File: src/rtl/spiker_run_ctrl.sv
// spiker_run_ctrl: loads N_IN_WORDS words into the core, issues watchdog-guarded timesteps, then triggers result capture (ports: start/abort/num_steps in, core load/step handshakes, writer handshake, busy/ready/error status)
module spiker_run_ctrl #(
  parameter int WIDTH      = 32,
  parameter int N_IN_WORDS = 25,
  parameter int STEP_W     = 16,
  parameter int TIMEOUT_W  = 20
) (
  input  logic                          clk_i,
  input  logic                          rst_i,
  input  logic                          start_i,
  input  logic                          abort_i,
  input  logic [STEP_W-1:0]             num_steps_i,
  input  logic [WIDTH-1:0]              in_word_i,
  output logic [$clog2(N_IN_WORDS)-1:0] in_idx_o,
  output logic [WIDTH-1:0]              core_data_o,
  output logic                          core_wr_o,
  input  logic                          core_ready_i,
  output logic                          core_step_o,
  input  logic                          core_step_done_i,
  output logic                          sample_o,
  input  logic                          writer_ready_i,
  output logic                          busy_o,
  output logic                          ready_o,
  output logic                          error_o
);
  localparam int IDX_W = $clog2(N_IN_WORDS);
  typedef enum logic [2:0] {IDLE, LOAD, STEP, WAIT_STEP, SAMPLE, WAIT_WR, DONE, ERR} state_t;
  state_t               state_q, state_d;
  logic [IDX_W-1:0]     idx_q, idx_d;
  logic [STEP_W-1:0]    steps_q, steps_d, cnt_q, cnt_d, cnt_inc;
  logic [TIMEOUT_W-1:0] wd_q, wd_d, wd_inc;
  logic                 ready_q, ready_d, error_q, error_d;
  assign cnt_inc     = cnt_q + 1'b1;
  assign wd_inc      = wd_q + 1'b1;
  assign busy_o      = state_q inside {LOAD, STEP, WAIT_STEP, SAMPLE, WAIT_WR};
  assign core_wr_o   = state_q == LOAD;
  assign core_step_o = state_q == STEP;
  assign sample_o    = state_q == SAMPLE;
  assign core_data_o = core_wr_o ? in_word_i : '0;
  assign in_idx_o    = idx_q;
  assign ready_o     = ready_q;
  assign error_o     = error_q;
  always_comb begin
    state_d = state_q;
    idx_d   = idx_q;
    steps_d = steps_q;
    cnt_d   = cnt_q;
    wd_d    = wd_q;
    ready_d = ready_q;
    error_d = error_q;
    if (busy_o && abort_i) begin
      state_d = IDLE;
      ready_d = 1'b0;
    end else begin
      case (state_q)
        IDLE: if (start_i) begin
          if (num_steps_i != '0) begin
            state_d = LOAD;
            idx_d   = '0;
            cnt_d   = '0;
            steps_d = num_steps_i;
            ready_d = 1'b0;
            error_d = 1'b0;
          end else begin
            state_d = ERR;
            error_d = 1'b1;
          end
        end
        LOAD: if (core_ready_i) begin
          idx_d   = idx_q == IDX_W'(N_IN_WORDS - 1) ? '0 : idx_q + 1'b1;
          state_d = idx_q == IDX_W'(N_IN_WORDS - 1) ? STEP : LOAD;
        end
        STEP: begin
          wd_d    = '0;
          state_d = WAIT_STEP;
        end
        WAIT_STEP: if (core_step_done_i) begin
          cnt_d   = cnt_inc;
          state_d = cnt_inc == steps_q ? SAMPLE : STEP;
        end else begin
          wd_d    = wd_inc;
          state_d = &wd_inc ? ERR : WAIT_STEP;
          error_d = error_q | (&wd_inc);
        end
        SAMPLE: begin
          wd_d    = '0;
          state_d = WAIT_WR;
        end
        WAIT_WR: if (writer_ready_i) begin
          state_d = DONE;
          ready_d = 1'b1;
        end else begin
          wd_d    = wd_inc;
          state_d = &wd_inc ? ERR : WAIT_WR;
          error_d = error_q | (&wd_inc);
        end
        DONE: state_d = IDLE;
        ERR: begin
          error_d = 1'b1;
          state_d = abort_i ? IDLE : ERR;
        end
      endcase
    end
  end
  always_ff @(posedge clk_i) begin
    if (rst_i) begin
      state_q <= IDLE;
      idx_q   <= '0;
      steps_q <= '0;
      cnt_q   <= '0;
      wd_q    <= '0;
      ready_q <= 1'b0;
      error_q <= 1'b0;
    end else begin
      state_q <= state_d;
      idx_q   <= idx_d;
      steps_q <= steps_d;
      cnt_q   <= cnt_d;
      wd_q    <= wd_d;
      ready_q <= ready_d;
      error_q <= error_d;
    end
  end
endmodule
File: config.mk
export PLATFORM = sky130hd
export DESIGN_NAME = spiker_run_ctrl
export DESIGN_NICKNAME = d
export VERILOG_FILES = /design/src/rtl/spiker_run_ctrl.sv
export SDC_FILE = /design/constraint.sdc
export NUM_CORES = 1
export LEC_CHECK = 0
export ABC_CLOCK_PERIOD_IN_PS = 4300
export BUFFER_PORTS_ARGS = -buffer_cell sky130_fd_sc_hd__clkbuf_2
export CORE_UTILIZATION = 34
export CTS_CLUSTER_DIAMETER = 50
export DETAILED_ROUTE_END_ITERATION = 8
export PLACE_DENSITY = 0.66
export SLEW_MARGIN = 20
export SYNTH_ARGS = -nofsm -noshare
export SYNTH_HDL_FRONTEND = slang
export SYNTH_SLANG_ARGS = --single-unit
File: constraint.sdc
create_clock -name clk_i -period 4.3 [get_ports clk_i]
set_input_delay 0.86 -clock clk_i [delete_from_list [all_inputs] [get_ports clk_i]]
set_output_delay 0.86 -clock clk_i [all_outputs]
set_load 0.05 [all_outputs]
[Word-level counts from Yosys, hierarchy flattened]
Cells that the tools add are included.
Storage, ports and cells
  input port bits: 55
  memory bits (writable): 0
  bits in latches: 0
  flip-flop bits (word level): 62
  bits in read-only memories: 0
  output and inout bits: 43
  memories: 0
Cells by class
  reductions and logical operators: 19
  add/sub/neg operators: 3
  muxes and demuxes: 33
  $mul: 0
  eq/ne operators: 16
  divide/modulo/power cells: 0
  $lt $le $gt $ge: 0
  bitwise operators: 2
  shifts and indexed selects: 0
Operators by type and width (count)
  $pmux 20 s3: 1
  $mux 16: 3
  $mux 20: 2
  $mux 32: 1
  $pmux 16 s2: 1
  $pmux 3 s8: 1
  $mux 3: 7
  $add 20x1->20 const B: 1
  $mux 5: 4
  $reduce_and 20->1: 1
  $add 16x1->16 const B: 1
  $eq 16x16->1: 1
  $reduce_bool 16->1: 1
  $reduce_and 5->1: 3
  $eq 3x3->1 const B: 4
  $ne 2x2->1 const B: 6
  $reduce_and 4->1: 3
  $pmux 5 s2: 1
  $mux 1: 7
  $eq 3x2->1 const B: 2
  $mux 2: 3
  $reduce_bool 2->1: 3
  $add 5x1->5 const B: 1
  $eq 5x5->1 const B: 1
  13 further kinds: 14

[Depth between registers and ports, before layout]
  depth after elaboration: 5
  gate-level depth with buffers: 10
  depth with buffers taken out: 8

[Least setup slack after synthesis]
No wires, ideal clock.
  kind: input port to flip-flop
  start point: input num_steps_i[1]
  end point: register steps_q[10]
  library setup time: 128 ps
  arrival time: 2507 ps
  stages: 7
  path slack: 1665 ps
  path buffers: 2
  cell sequence: nor4_1 a41o_1 or2_2 clkbuf_1 clkbuf_1 mux2i_1 nor2_1
Between the ends
  longest elaborated chain between the ends: 2
Ends and longest elaborated chain
  from (decl): RTL line 12  | input logic [STEP_W-1:0] num_steps_i,
  $reduce_bool 16->1: RTL line 57  | if (num_steps_i != '0) begin
  $reduce_and 4->1 (no source line)
  to (signal assigned): RTL line 117  | steps_q <= steps_d;
  to (decl): RTL line 30  | logic [STEP_W-1:0] steps_q, steps_d, cnt_q, cnt_d, cnt_inc;
No other way between the ends.
A chain may end at the register's enable or synchronous reset.

[Final worst setup path]
  start point: register state_q[0]
  end point: output core_wr_o
Between the ends
  longest elaborated chain between the ends: 1
Ends and longest elaborated chain
  from (decl): RTL line 28  | state_t state_q, state_d;
  from (signal assigned): RTL line 115  | state_q <= state_d;
  $eq 3x1->1: RTL line 36  | assign core_wr_o = state_q == LOAD;
  to (decl): RTL line 16  | output logic core_wr_o,
No other way between the ends.

==> impl_metrics.tcl <==
set metrics [dict create \
    criticalPathCategory "reg2out" \
    layout-drive-gt1-share_pct 19.2 \
    wl_per_cell_um 15.1 \
    startpoint "state_q[0]$_SDFFE_PP0P_" \
    synth_common_cells "62 x dfxtp_1, 57 x nor2_1, 53 x a21oi_1" \
    clock_sinks 62 \
    die_w_um 114 \
    p_per_area_nw_per_um2 480 \
    avgViaCountPerCell 5.52 \
    min_from "error_o$_SDFFE_PP0P_" \
    holdPathStages 2 \
    met1_usage_pct 23.4 \
    slew_violations 0 \
    postLayoutCellArea_um2 5060 \
    dr.pass1.iters 5 \
    gp_congestion 0.934 \
    finalHoldViolCount 0 \
    netlist.top_cell.by_area "dfxtp_1" \
    grt_start_max_net_pins 64 \
    synth.area.top_cells "dfxtp_1 29%, a21oi_1 6.3%, and3_1 5.8%" \
    status "complete, no violations" \
    setup_tns_ps 0 \
    dieArea_um2 12900 \
    synth_cells 582 \
    top_usage_layer "met2" \
    netlist_area_um2 4240 \
    worst_pin_slew_ps 604 \
    synth-warning-count 0 \
    critPathRequiredTime_ps 3440 \
    drtIter0Drc 237 \
    yosysTopAreaCellShare_pct 29.3 \
    grt_pass1_vias 4085 \
    hold_buffers 0 \
    irDropWorstVdd_v 0.000303 \
    postLayoutSetupSlackWorst_ps 1160 \
    post_cts_buffers 0 \
    clock_latency_ps 320 \
    clkSlewWorstSetupHoldPaths_ps 50 \
    power.leakage_nw 2.12 \
    cp_max_fo 63 \
    r2r_end "state_q[1]$_SDFFE_PP0P_" \
    synthToLayoutAreaGrowth_pct 19.4 \
    cap_violations 0 \
    grt_pass1_wl_um 19900 \
    fmax_ghz 0.318 \
    start_util_pct 35.1 \
    dp_worst_setup_slack_ps 1480 \
    met3_usage_pct 3.51 \
    reg2reg_depth 7 \
    yosysSeqAreaShare_pct 29.3 \
    ys_types 59 \
    cts_made_buffers 9 \
    hold-path-endpoint "error_o$_SDFFE_PP0P_" \
    start_kind "flip-flop" \
    fin_nets 713 \
    synth.avg_cell_area_um2 7.28 \
    port_buffers 97 \
    cts_tree "done" \
    drcViolationCount 0 \
    overflow 0 \
    slew_headroom_pct 59.4 \
    fin_crit_sh_pct 73.1 \
    detail-route-antenna-nets 0 \
    die-height_um 114 \
    rrSetupSlack_ps 1450 \
    cts.repair.resized 0 \
    skew_ps 9.11 \
    diodes 0 \
    routed-via-count 4547 \
    antenna_found_initial 0 \
    place_area_um2 4800 \
    min_path_type "reg2reg" \
    rsz0062_at_grt "no" \
    use_met2_pct 33.0 \
    core_um2 12100 \
    synth_edf_count 0 \
    cp-end-kind "primary output" \
    clockBufferDepth 2 \
    synth_nets 642 \
    cts_root_buf "clkbuf_16" \
    setup_viol 0 \
    synth-seq-cells 62 \
    drt-total-wl_um 12400 \
    arrival_ps 2280 \
    synth_flop_cell "dfxtp_1" \
    h-tree-depth 3 \
    num_rows 40 \
    fin_crit_ps 3140 \
    boundaryPins 98 \
    r2r_start "wd_q[0]$_SDFFE_PP0P_" \
    dp_hpwl_um 9070 \
    finalPower_mw 2.43 \
    synth_most_common_cell "dfxtp_1" \
    grtUsageTotal_pct 19.2 \
    ys_async_sr_fraction_pct 0 \
]
## through the flow
| step | util, % | cells | hold slack, ps |
|---|---|---|---|
| finish | 42.0 | 824 | 456 |
| global route | 42.0 | 824 | 470 |
| CTS | 42.0 | 824 | 455 |
| detailed placement | 39.8 | 810 | 440 |
| global placement | 39.8 | 810 | 444 |
| floorplan | - | 582 | 460 |
## layout by cell type (no fill, tap or decap), drive strengths merged, types with 4 or more instances in the layout
cell type and count:
a21oi 53, a22oi 4, and2 15, and3 39, and4 4, buf 4, clkbuf 109, dfxtp 62
ha 5, inv 10, mux2i 22, nand2 50, nand2b 5, nand3 27, nand3b 5, nand4 14
nor2 57, nor2b 5, nor3 23, nor4 12, o21ai 48, or2 4, or3 13, xnor2 11
xor2 7
## worst max path at each step
stage,end,cells after the start
finish,core_wr_o,4
global route,core_wr_o,4
CTS,core_wr_o,4
detailed placement,core_wr_o,4
global placement,in_idx_o[3]$_SDFFE_PP0P_,8
floorplan,steps_q[10]$_SDFFE_PP0P_,7
## state kept, by name (all words and copies together) (netlist names)
| signal | flops |
|---|---|
| cnt_q | 16 |
| error_o | 1 |
| in_idx_o | 5 |
| ready_o | 1 |
| state_q | 3 |
| steps_q | 16 |
| wd_q | 20 |
## kinds of logic after synthesis
kind of cell	Yosys count	share of synthesized area, %
compound gates	137	19.2
buf+inv	52	4.78
mux	23	5.46
xor+xnor	18	3.72
simple gates	285	36.1
flops	62	29.3
fa+ha+maj	5	1.48
## critical path, stage by stage (launching register included)
cell and delay, ps:
dfxtp_1 300, buf_4 420, clkinv_1 410, nor2_1 460, clkbuf_2 360
## cell type report
type / instances / area, um^2
tap: 168 / 210
clock buffer: 12 / 246
multi-input combinational: 468 / 2800
clock inverter: 2 / 10.0
inverter: 11 / 41.3
timing repair buffer: 101 / 515
fill: 1218 / 7000
sequential: 62 / 1240
## routing by layer
metal  share of wire (%)  vias to the layer above  wire [um]
met5                   0                        -          0
met4                 2.8                        0        352
met3                 4.2                       27        521
met2                  50                      100       6260
met1                  43                     2166       5280
li1                    -                     2254          -
## where the power goes
part | leakage [nW] | switching [mW] | total, mW | internal, mW
clock network | 0.128 | 0.240 | 0.637 | 0.397
logic | 1.49 | 0.797 | 1.09 | 0.297
registers | 0.502 | 0.0733 | 0.696 | 0.623
total | 2.12 | 1.11 | 2.43 | 1.32
Power figures use the tool's default switching activity.
